`src/rtl/key_pkg.sv`:
```
// Shared types for the front-panel key controller: FSM state encoding and ms counter sizing.
// Latency/backpressure: none (definitions only).
package key_pkg;

   typedef enum logic [2:0] {
      IDLE         = 3'd0,
      PRESS_WAIT   = 3'd1,
      HELD         = 3'd2,
      LONG_HELD    = 3'd3,
      RELEASE_WAIT = 3'd4
   } key_state_e;

   // Counter must hold the largest interval it ever reaches before being cleared.
   function automatic int ms_cnt_w(input int deb_ms, input int long_ms, input int rep_ms);
      int m;
      m = deb_ms;
      if (long_ms > m) m = long_ms;
      if (rep_ms > m) m = rep_ms;
      return $clog2(m + 1);
   endfunction

endpackage

```
`src/rtl/key_fsm.sv`:
```
// One button: debounce plus press / long-press / repeat / release classification on the shared ms tick.
// Latency: every output is registered, one cycle after the deciding sample; no backpressure, pulses are fire-and-forget.
module key_fsm
   import key_pkg::*;
#(
   parameter int DEB_MS  = 10,
   parameter int LONG_MS = 1000,
   parameter int REP_MS  = 200
) (
   input  logic ck,
   input  logic rst_n,
   input  logic in,
   input  logic tick,
   output logic btn_deb,
   output logic press,
   output logic long_press,
   output logic repeat_evt,
   output logic release_evt
);

   localparam int MSW = ms_cnt_w(DEB_MS, LONG_MS, REP_MS);
   localparam logic [MSW-1:0] DEB_C  = MSW'(DEB_MS);
   localparam logic [MSW-1:0] LONG_C = MSW'(LONG_MS);
   localparam logic [MSW-1:0] REP_C  = MSW'(REP_MS);

   key_state_e     state_q, state_d;
   logic [MSW-1:0] ms_cnt_q, ms_cnt_d, ms_inc;
   logic           deb_q, deb_d;
   logic           press_q, press_d;
   logic           long_q, long_d;
   logic           rep_q, rep_d;
   logic           rel_q, rel_d;

   assign ms_inc = ms_cnt_q + MSW'(1);

   // A level change always wins over a tick arriving in the same cycle.
   always_comb begin
      state_d  = state_q;
      ms_cnt_d = ms_cnt_q;
      press_d  = 1'b0;
      long_d   = 1'b0;
      rep_d    = 1'b0;
      rel_d    = 1'b0;
      case (state_q)
         IDLE: begin
            if (in) begin
               state_d  = PRESS_WAIT;
               ms_cnt_d = '0;
            end
         end
         PRESS_WAIT: begin
            if (!in) begin
               state_d  = IDLE;
               ms_cnt_d = '0;
            end else if (tick) begin
               if (ms_inc == DEB_C) begin
                  state_d  = HELD;
                  ms_cnt_d = '0;
                  press_d  = 1'b1;
               end else begin
                  ms_cnt_d = ms_inc;
               end
            end
         end
         HELD: begin
            if (!in) begin
               state_d  = RELEASE_WAIT;
               ms_cnt_d = '0;
            end else if (tick) begin
               if (ms_inc == LONG_C) begin
                  state_d  = LONG_HELD;
                  ms_cnt_d = '0;
                  long_d   = 1'b1;
               end else begin
                  ms_cnt_d = ms_inc;
               end
            end
         end
         LONG_HELD: begin
            if (!in) begin
               state_d  = RELEASE_WAIT;
               ms_cnt_d = '0;
            end else if (tick) begin
               if (ms_inc == REP_C) begin
                  ms_cnt_d = '0;
                  rep_d    = 1'b1;
               end else begin
                  ms_cnt_d = ms_inc;
               end
            end
         end
         RELEASE_WAIT: begin
            if (in) begin
               ms_cnt_d = '0;
            end else if (tick) begin
               if (ms_inc == DEB_C) begin
                  state_d  = IDLE;
                  ms_cnt_d = '0;
                  rel_d    = 1'b1;
               end else begin
                  ms_cnt_d = ms_inc;
               end
            end
         end
         default: begin
            state_d  = IDLE;
            ms_cnt_d = '0;
         end
      endcase
      deb_d = (state_d == HELD) || (state_d == LONG_HELD) || (state_d == RELEASE_WAIT);
   end

   always_ff @(posedge ck or negedge rst_n) begin
      if (!rst_n) begin
         state_q  <= IDLE;
         ms_cnt_q <= '0;
         deb_q    <= 1'b0;
         press_q  <= 1'b0;
         long_q   <= 1'b0;
         rep_q    <= 1'b0;
         rel_q    <= 1'b0;
      end else begin
         state_q  <= state_d;
         ms_cnt_q <= ms_cnt_d;
         deb_q    <= deb_d;
         press_q  <= press_d;
         long_q   <= long_d;
         rep_q    <= rep_d;
         rel_q    <= rel_d;
      end
   end

   assign btn_deb     = deb_q;
   assign press       = press_q;
   assign long_press  = long_q;
   assign repeat_evt  = rep_q;
   assign release_evt = rel_q;

endmodule

```
`src/rtl/key_ctrl.sv`:
```
// Front-panel key controller: shared 1 ms prescaler feeding N_BTN key_fsm instances; KEY_SYNC_EN adds a 2-flop input synchronizer (+2 cycles).
// Latency: events one cycle after the deciding sample; no backpressure. repeat/release are SV keywords, hence the _evt port names.
module key_ctrl
   import key_pkg::*;
#(
   parameter int N_BTN     = 4,
   parameter int CK_PER_MS = 100000,
   parameter int DEB_MS    = 10,
   parameter int LONG_MS   = 1000,
   parameter int REP_MS    = 200
) (
   input  logic             ck,
   input  logic             rst_n,
   input  logic [N_BTN-1:0] btn_in,
   output logic [N_BTN-1:0] btn_deb,
   output logic [N_BTN-1:0] press,
   output logic [N_BTN-1:0] long_press,
   output logic [N_BTN-1:0] repeat_evt,
   output logic [N_BTN-1:0] release_evt
);

   localparam int PW = (CK_PER_MS > 1) ? $clog2(CK_PER_MS) : 1;
   localparam logic [PW-1:0] PRE_MAX = PW'(CK_PER_MS - 1);

   logic [PW-1:0]    presc_q, presc_d;
   logic             tick;
   logic [N_BTN-1:0] btn_s;

   always_comb begin
      tick    = (presc_q == PRE_MAX);
      presc_d = tick ? '0 : presc_q + PW'(1);
   end

   always_ff @(posedge ck or negedge rst_n) begin
      if (!rst_n) presc_q <= '0;
      else        presc_q <= presc_d;
   end

`ifdef KEY_SYNC_EN
   logic [N_BTN-1:0] sync1_q, sync2_q;

   always_ff @(posedge ck or negedge rst_n) begin
      if (!rst_n) begin
         sync1_q <= '0;
         sync2_q <= '0;
      end else begin
         sync1_q <= btn_in;
         sync2_q <= sync1_q;
      end
   end

   assign btn_s = sync2_q;
`else
   assign btn_s = btn_in;
`endif

   for (genvar i = 0; i < N_BTN; i++) begin : g_btn
      key_fsm #(
         .DEB_MS (DEB_MS),
         .LONG_MS(LONG_MS),
         .REP_MS (REP_MS)
      ) u_fsm (
         .ck         (ck),
         .rst_n      (rst_n),
         .in         (btn_s[i]),
         .tick       (tick),
         .btn_deb    (btn_deb[i]),
         .press      (press[i]),
         .long_press (long_press[i]),
         .repeat_evt (repeat_evt[i]),
         .release_evt(release_evt[i])
      );
   end

endmodule

```
`config.mk`:
```
export PLATFORM = sky130hd
export DESIGN_NAME = key_ctrl
export DESIGN_NICKNAME = d
export VERILOG_FILES = /design/src/rtl/key_pkg.sv /design/src/rtl/key_fsm.sv /design/src/rtl/key_ctrl.sv
export SDC_FILE = /design/constraint.sdc
export NUM_CORES = 1
export LEC_CHECK = 0
export ABC_AREA = 0
export BUFFER_PORTS_ARGS = -buffer_cell sky130_fd_sc_hd__buf_2
export CAP_MARGIN = 20
export CORE_MARGIN = 10
export CORE_UTILIZATION = 45
export DETAILED_ROUTE_END_ITERATION = 10
export PLACE_DENSITY = 0.74
export SLEW_MARGIN = 40
export SYNTH_ARGS = -nofsm -noshare
export SYNTH_HDL_FRONTEND = slang
export SYNTH_HIERARCHICAL = 1
export SYNTH_SLANG_ARGS = --single-unit
```
`constraint.sdc`:
```
create_clock -name ck -period 3.39 [get_ports ck]
set_input_delay 0.1695 -clock ck [delete_from_list [all_inputs] [get_ports ck]]
set_output_delay 0.1695 -clock ck [all_outputs]
set_load 0.02 [all_outputs]
```
# After elaboration in Yosys (flattened, before gate mapping)
# Index checks and enable logic that the tools add are counted.
[op_classes]
addsub = 5
n_eq_ne = 53
muxes = 153
reduce_logical = 16
[op_table]
columns = ["operator", "n"]
rows = [
  ["$mux W10", 44],
  ["$pmux W10 S5", 4],
  ["$mux W3", 44],
  ["$pmux W3 S5", 4],
  ["$mux W1", 56],
  ["$eq A3 B2 Y1 const B", 16],
  ["$add A10 B1 Y10 const B", 4],
  ["$eq A10 B10 Y1 const B", 4],
  ["$eq A10 B4 Y1 const B", 4],
  ["$eq A10 B8 Y1 const B", 4],
  ["$eq A3 B3 Y1 const B", 8],
  ["$add A17 B1 Y17 const B", 1],
  ["$eq A17 B17 Y1 const B", 1],
  ["$mux W17", 1],
  ["$eq A3 B1 Y1 const B", 4],
  ["$logic_not A3 Y1", 4],
  ["$ne A3 B2 Y1 const B", 4],
  ["$ne A3 B3 Y1 const B", 4],
  ["$reduce_and A3 Y1", 4],
  ["$logic_or A1 B1 Y1", 8],
  ["$ne A2 B2 Y1 const B", 4],
]
[totals]
reg_bits = 89
inputBits = 6
output_inout_bits = 20
word_cells = 256

# Depth between registers and ports, before layout
[depth]
ltp_word = 9
ltp_mapped = 12
ltp_nobuf = 11

# Hierarchy
# Netlist, hierarchy kept.
[by_module_without_submodules]
columns = ["module", "area_each_um2", "n_inst", "seq_area_each_um2", "cells_per_inst"]
rows = [
  ["key_fsm at g_btn[0].u_fsm ...", 1400.1, 2, 450.4, 177],
  ["key_fsm at g_btn[3].u_fsm", 1373.8, 1, 450.4, 152],
  ["key_fsm at g_btn[2].u_fsm", 1288.7, 1, 450.4, 154],
  ["key_ctrl", 793.3, 1, 425.4, 74],
]

# Least setup slack after synthesis
# Ideal clock, no wire load.
[synth_path]
kind = "register to register"
start = "register presc_q[11]"
end = "register g_btn[0].u_fsm.ms_cnt_q[8]"
setup_ns = 0.066
arrival_ns = 3.241
stages_incl_launch_ff = 11
synth_period_minus_slack_ns = 3.307
path_buffers = 1
t_required_ns = 3.324
setup_slack_ns = 0.083
cell_sequence = "dfrtp_1 > or4_1 > or4_4 > nor4_4 > clkbuf_1 > nand3b_1 > o21ai_0 > o21ai_0 > o21ai_0 > o31ai_1 > a22o_1"
[synth_via]
elab_chain_len = 4
word_cells_on_any_way = 8
cone_classes = "eq/ne (3); mux (4); reduce/logical (1)"
[synth_lines]
columns = ["item", "line", "source"]
rows = [
  ["start, declared", "key_ctrl.sv:25", "logic [PW-1:0] presc_q, presc_d;"],
  ["start signal, assigned", "key_ctrl.sv:36", "else presc_q <= presc_d;"],
  ["$eq A17 B17 Y1 *", "key_ctrl.sv:30", "tick = (presc_q == PRE_MAX);"],
  ["via tick", "key_ctrl.sv:26", "logic tick;"],
  ["$mux W10", "n/a", ""],
  ["$mux W10, on equally long branches", "n/a", ""],
  ["$pmux W10 S5", "n/a", ""],
  ["end signal, assigned", "key_fsm.sv:124", "ms_cnt_q <= ms_cnt_d;"],
  ["end, declared", "key_fsm.sv:27", "logic [MSW-1:0] ms_cnt_q, ms_cnt_d, ms_inc;"],
]
# Mark *: on every way through the listed nets, which the timed path passes. The rest lies on a longest branch.
# A chain may end at the register's enable or synchronous reset.

# Worst setup path after layout
[layout_path]
start = "register presc_q[11]"
end = "register g_btn[2].u_fsm.ms_cnt_q[7]"
[layout_via]
elab_chain_len = 4
word_cells_on_any_way = 8
cone_classes = "eq/ne (3); mux (4); reduce/logical (1)"
[layout_lines]
columns = ["item", "line"]
rows = [
  ["$eq A17 B17 Y1 *", "key_ctrl.sv:30"],
  ["via tick", "key_ctrl.sv:26"],
  ["$mux W10", "n/a"],
  ["$mux W10, on equally long branches", "n/a"],
  ["$pmux W10 S5", "n/a"],
  ["end signal, assigned", "key_fsm.sv:124"],
  ["end, declared", "key_fsm.sv:27"],
]
# Marks and branches as above.

==> impl.org <==
** Power
- Power after layout :: ~2.1 mW
- Worst vdd ir :: 0.238 mV
- In this run the static leakage power is 2.73 nW.
- Power spread over the standard cell area amounts to 316 nW/um^2.

** Critical path
- Worst R2R Start :: presc_q[11]$_DFF_PN0_
- Worst path required time :: approximately 3.6 ns
- Kind of critical path :: reg2reg
- Number of cells traversed by the worst register-to-register path :: 10
- In this run the register-to-register setup slack is 0.32 ns.
- Crit path DAT :: 3.30 ns
- Max FO, Critical Path :: 9
- Critical Path Sink Type :: flip-flop
- Nature of the critical path startpoint :: flip-flop
- The endpoint identified for the worst register-to-register timing path is g_btn[2].u_fsm/ms_cnt_q[7]$_DFFE_PN0P_.

** Routing
- Total iterations of the first detailed-routing run :: 6
- The routed layout has roughly 5600 vias.
- After the first detailed-routing iteration, the DRC count stood at 744.
- In the routed design, unresolved DRC markers number 0.
- Antenna-violating nets left :: 0
- After detailed routing, the average wire length per cell comes to 15.5 um.
- Summed over all layers, the routed wires come to 14300 um.
- Dividing the detail-routed via count by the number of cells gives 6.10.

** Timing
- Number of endpoints failing setup at the final stage :: 0
- Number of hold violations in the final report :: 0
- Maximum clock frequency :: 0.326 GHz
- Setup repair after global routing left no endpoint under its margin.
- Hold slack final :: ~0.089 ns
- Final worst path period share :: between 90% and 100%
- For the final routed database, the setup TNS stands at 0 ns.
- The worst pin sits at a relative slew slack of between 60% and 70%.
- Post-layout min period :: 3.07 ns
- At the pin with the least slew margin, the transition time is 0.530 ns.
- Between clock sinks in the finished design, the worst skew comes to 0.00370 ns.
- The count of final max-slew check failures was 0.

** Die
- The region available for standard cell placement spans 13800 sq um.
- Width of the chip :: around 140 um
- During I/O placement, the number of pins put on the boundary was 26.
- Die height :: 138 um
- The die covers 19000 sq um.
- For this configuration, the core starts out at a cell density of 45.4%.
- The initialized floorplan defines 43 standard-cell rows.

** Placed design
- Routability cong. :: 0.897
- Number of cells in the design after placement :: 906
- Total half-perimeter wirelength after legalization and detailed placement :: 10300 um
- Port-buffer cells :: 25

** Synthesis
- Syn nets :: 753
- By instance count, the leading cell after synthesis is sky130_fd_sc_hd__dfrtp_1.
- By count the netlist is led by sky130_fd_sc_hd__dfrtp_1, sky130_fd_sc_hd__nand2_1, sky130_fd_sc_hd__nor2_1.
- Post-synth EDFFs :: 0
- Yosys mapped the design onto between 80 and 90 distinct sky130hd cell types.
- Post-synthesis sequential area ratio :: 35.6%
- The synthesized netlist occupies a cell area of 6260 sq um.
- Area leader, netlist :: sky130_fd_sc_hd__dfrtp_1
- Among all flip-flop cells after synthesis, the most frequent one is sky130_fd_sc_hd__dfrtp_1.
- Yosys warning total :: 6
- In the synthesized netlist the async set-or-reset flop fraction comes to 100%.
- Synthesis inferred a little under 90 register bits.
- Summed over its instances, the top area cell type makes up 35.6% of the synthesized netlist area.
- After technology mapping, the gate count stands at about 730.
- Ranked by total cell area, the synthesized netlist is headed by sky130_fd_sc_hd__dfrtp_1, sky130_fd_sc_hd__nand2_1, sky130_fd_sc_hd__a21oi_1, sky130_fd_sc_hd__o21ai_0, sky130_fd_sc_hd__nor2_1.
- Average instance area after synthesis :: 8.52 sq um

** Min path
- In this run the most critical hold path is launched from btn_in[2].
- The worst hold path terminates at g_btn[2].u_fsm/state_q[2]$_DFF_PN0_.
- Along the worst hold path, the cell count comes to 2.
- Worst hold-check path type :: in2reg

** Clock tree
- Sinks on Clock Net :: 89
- TritonCTS Buffers :: 9
- Total setup buffers inserted after CTS :: 0
- Clock latency of the later-clocked register in the worst-skew pair :: between 0.3 and 0.4 ns
- Buffers inserted to repair hold after CTS numbered 1.
- Count of H-tree levels built during CTS :: 3
- After clock tree synthesis, the repair step resized 0 gates.
- Maximum buffer depth of the clock tree :: 2
- Buffer type at the clock tree root :: sky130_fd_sc_hd__clkbuf_16
- Clock tree from TritonCTS :: done
- Worst-path clk slew :: 0.07 ns

** Global routing
- After global routing, the most crowded layer is met2.
- For this run, global-route usage on met2 was measured as 25.2%.
- Vias in the first global route :: 5199
- Entering global routing, the biggest net connects 45 pins.
- Summed over all layers, the global routing overflow is 0.
- Wire length of the first global-routing pass :: 24500 um
- For met3 alone, demand over resource in global routing was 3.33%.
- Antenna violations before repair :: 0
- Tot GR Track Use :: 15.5%
- In the global route stage, met1 resource usage came out at 20.0%.

** Flow run
- Across the run, the number of max-cap violations was 0.

** Cells and area
- Fraction of the core area covered by cells at the end of the flow :: 49.1%
- The number of antenna diodes in the final layout is 0.
- Counting the fill cells in the layout gives 1346.
- Layout Nets :: 757
- P&R area growth vs syn :: 8.06%
- Post-Layout Cell Count :: 923
- Proportion of layout cells with a drive suffix above 1 :: 12.5%

** Run status
- Result of the run :: completed
-- where the power goes --
group	switching (mW)	total, mW	internal (mW)
registers	0.00701	1.07	1.06
logic	0.0742	0.106	0.0316
clock network	0.444	0.962	0.518
-- flip-flops by register name, indices dropped and copies added, names as in the netlist --
register and cells:
g_btn.u_fsm/ms_cnt_q 40, presc_q 17, g_btn.u_fsm/state_q 12, g_btn.u_fsm/btn_deb 4, g_btn.u_fsm/long_press 4, g_btn.u_fsm/press 4
g_btn.u_fsm/release_evt 4, g_btn.u_fsm/repeat_evt 4
-- metal layers --
metal  vias up  routed length, um  part of all wire (%)
met3        18                893                   6.3
met4         0                199                   1.4
met2       187               6700                    47
met1      2678               6490                    45
met5         -                  0                     0
li1       2743                  -                     -
-- cells in the final DEF, fill, tap and decap left out, types with 7 or more instances in the layout --
master	netlist	final
sky130_fd_sc_hd__nand3_1	35	35
sky130_fd_sc_hd__o21ai_1	10	10
sky130_fd_sc_hd__o31ai_1	7	7
sky130_fd_sc_hd__a21oi_1	39	39
sky130_fd_sc_hd__nand3b_1	10	10
sky130_fd_sc_hd__buf_2	9	24
sky130_fd_sc_hd__a31oi_1	15	15
sky130_fd_sc_hd__nand2_1	81	81
sky130_fd_sc_hd__or3_1	12	12
sky130_fd_sc_hd__and3_1	11	11
sky130_fd_sc_hd__xnor2_1	14	14
sky130_fd_sc_hd__inv_1	35	35
sky130_fd_sc_hd__o211ai_1	20	20
sky130_fd_sc_hd__o22ai_1	21	21
sky130_fd_sc_hd__ha_1	13	13
sky130_fd_sc_hd__nor2_1	51	51
sky130_fd_sc_hd__and4_1	10	10
sky130_fd_sc_hd__clkbuf_16	0	9
sky130_fd_sc_hd__o21ai_0	39	39
sky130_fd_sc_hd__buf_4	9	12
sky130_fd_sc_hd__nor3_1	24	24
sky130_fd_sc_hd__nand4_1	13	13
sky130_fd_sc_hd__dfrtp_1	89	89
-- metrics by stage --
stage               instance area, sq um  setup slack, ns
floorplan                           6260           0.0830
global placement                    6470            0.366
detailed placement                  6470            0.331
CTS                                 6760            0.313
global route                        6760            0.125
finish                              6760            0.324
-- cells by family (layout without fill, tap and decap cells) --
logic type / count (synthesis) / after routing / share of synthesized area [%]
AO/OA/AOI/OAI: 217 / 217 / 24.2
XOR/XNOR: 19 / 19 / 2.66
adder cells (fa/ha/maj): 13 / 13 / 2.60
buffers and inverters: 80 / 89 / 5.98
flip-flops: 89 / 89 / 35.6
multiplexers: 5 / 5 / 0.820
AND/OR/NAND/NOR: 311 / 311 / 28.2
-- worst max-delay path, cell delays in order (launching register included) --
cell and delay, ns:
sky130_fd_sc_hd__dfrtp_1 0.43, sky130_fd_sc_hd__or4_1 0.53, sky130_fd_sc_hd__or4_4 0.43, sky130_fd_sc_hd__nor4_4 0.22, sky130_fd_sc_hd__nand2_1 0.12, sky130_fd_sc_hd__a211oi_1 0.21
sky130_fd_sc_hd__o211ai_1 0.15, sky130_fd_sc_hd__nor3_2 0.34, sky130_fd_sc_hd__o32ai_4 0.20, sky130_fd_sc_hd__a31oi_1 0.21, sky130_fd_sc_hd__o22ai_1 0.10
-- how the worst max path moves through the flow --
stage          slack [ns]                                      to                  start  cells after the start
2_1_floorplan        0.08  g_btn[0].u_fsm/ms_cnt_q[8]$_DFFE_PN0P_  presc_q[11]$_DFF_PN0_                     10
3_3_place_gp         0.37  g_btn[2].u_fsm/ms_cnt_q[7]$_DFFE_PN0P_  presc_q[11]$_DFF_PN0_                     10
3_5_place_dp         0.33  g_btn[2].u_fsm/ms_cnt_q[7]$_DFFE_PN0P_  presc_q[11]$_DFF_PN0_                     10
4_1_cts              0.31  g_btn[2].u_fsm/ms_cnt_q[7]$_DFFE_PN0P_  presc_q[11]$_DFF_PN0_                     10
5_1_grt              0.13  g_btn[1].u_fsm/ms_cnt_q[5]$_DFFE_PN0P_  presc_q[11]$_DFF_PN0_                     12
6_report             0.32  g_btn[2].u_fsm/ms_cnt_q[7]$_DFFE_PN0P_  presc_q[11]$_DFF_PN0_                     10
-- area by class of cell --
type / count / area, sq um / area share (%)
Timing Repair Buffer: 38 / 240 / 3.55
Inverter: 35 / 131 / 1.94
Clock inverter: 6 / 42.5 / 0.629
Tap cell: 180 / 225 / 3.33
Multi-Input combinational cell: 565 / 3650 / 54.1
Sequential cell: 89 / 2230 / 32.9
Clock buffer: 10 / 239 / 3.54
Note: power is estimated with default switching activity, not from simulation.
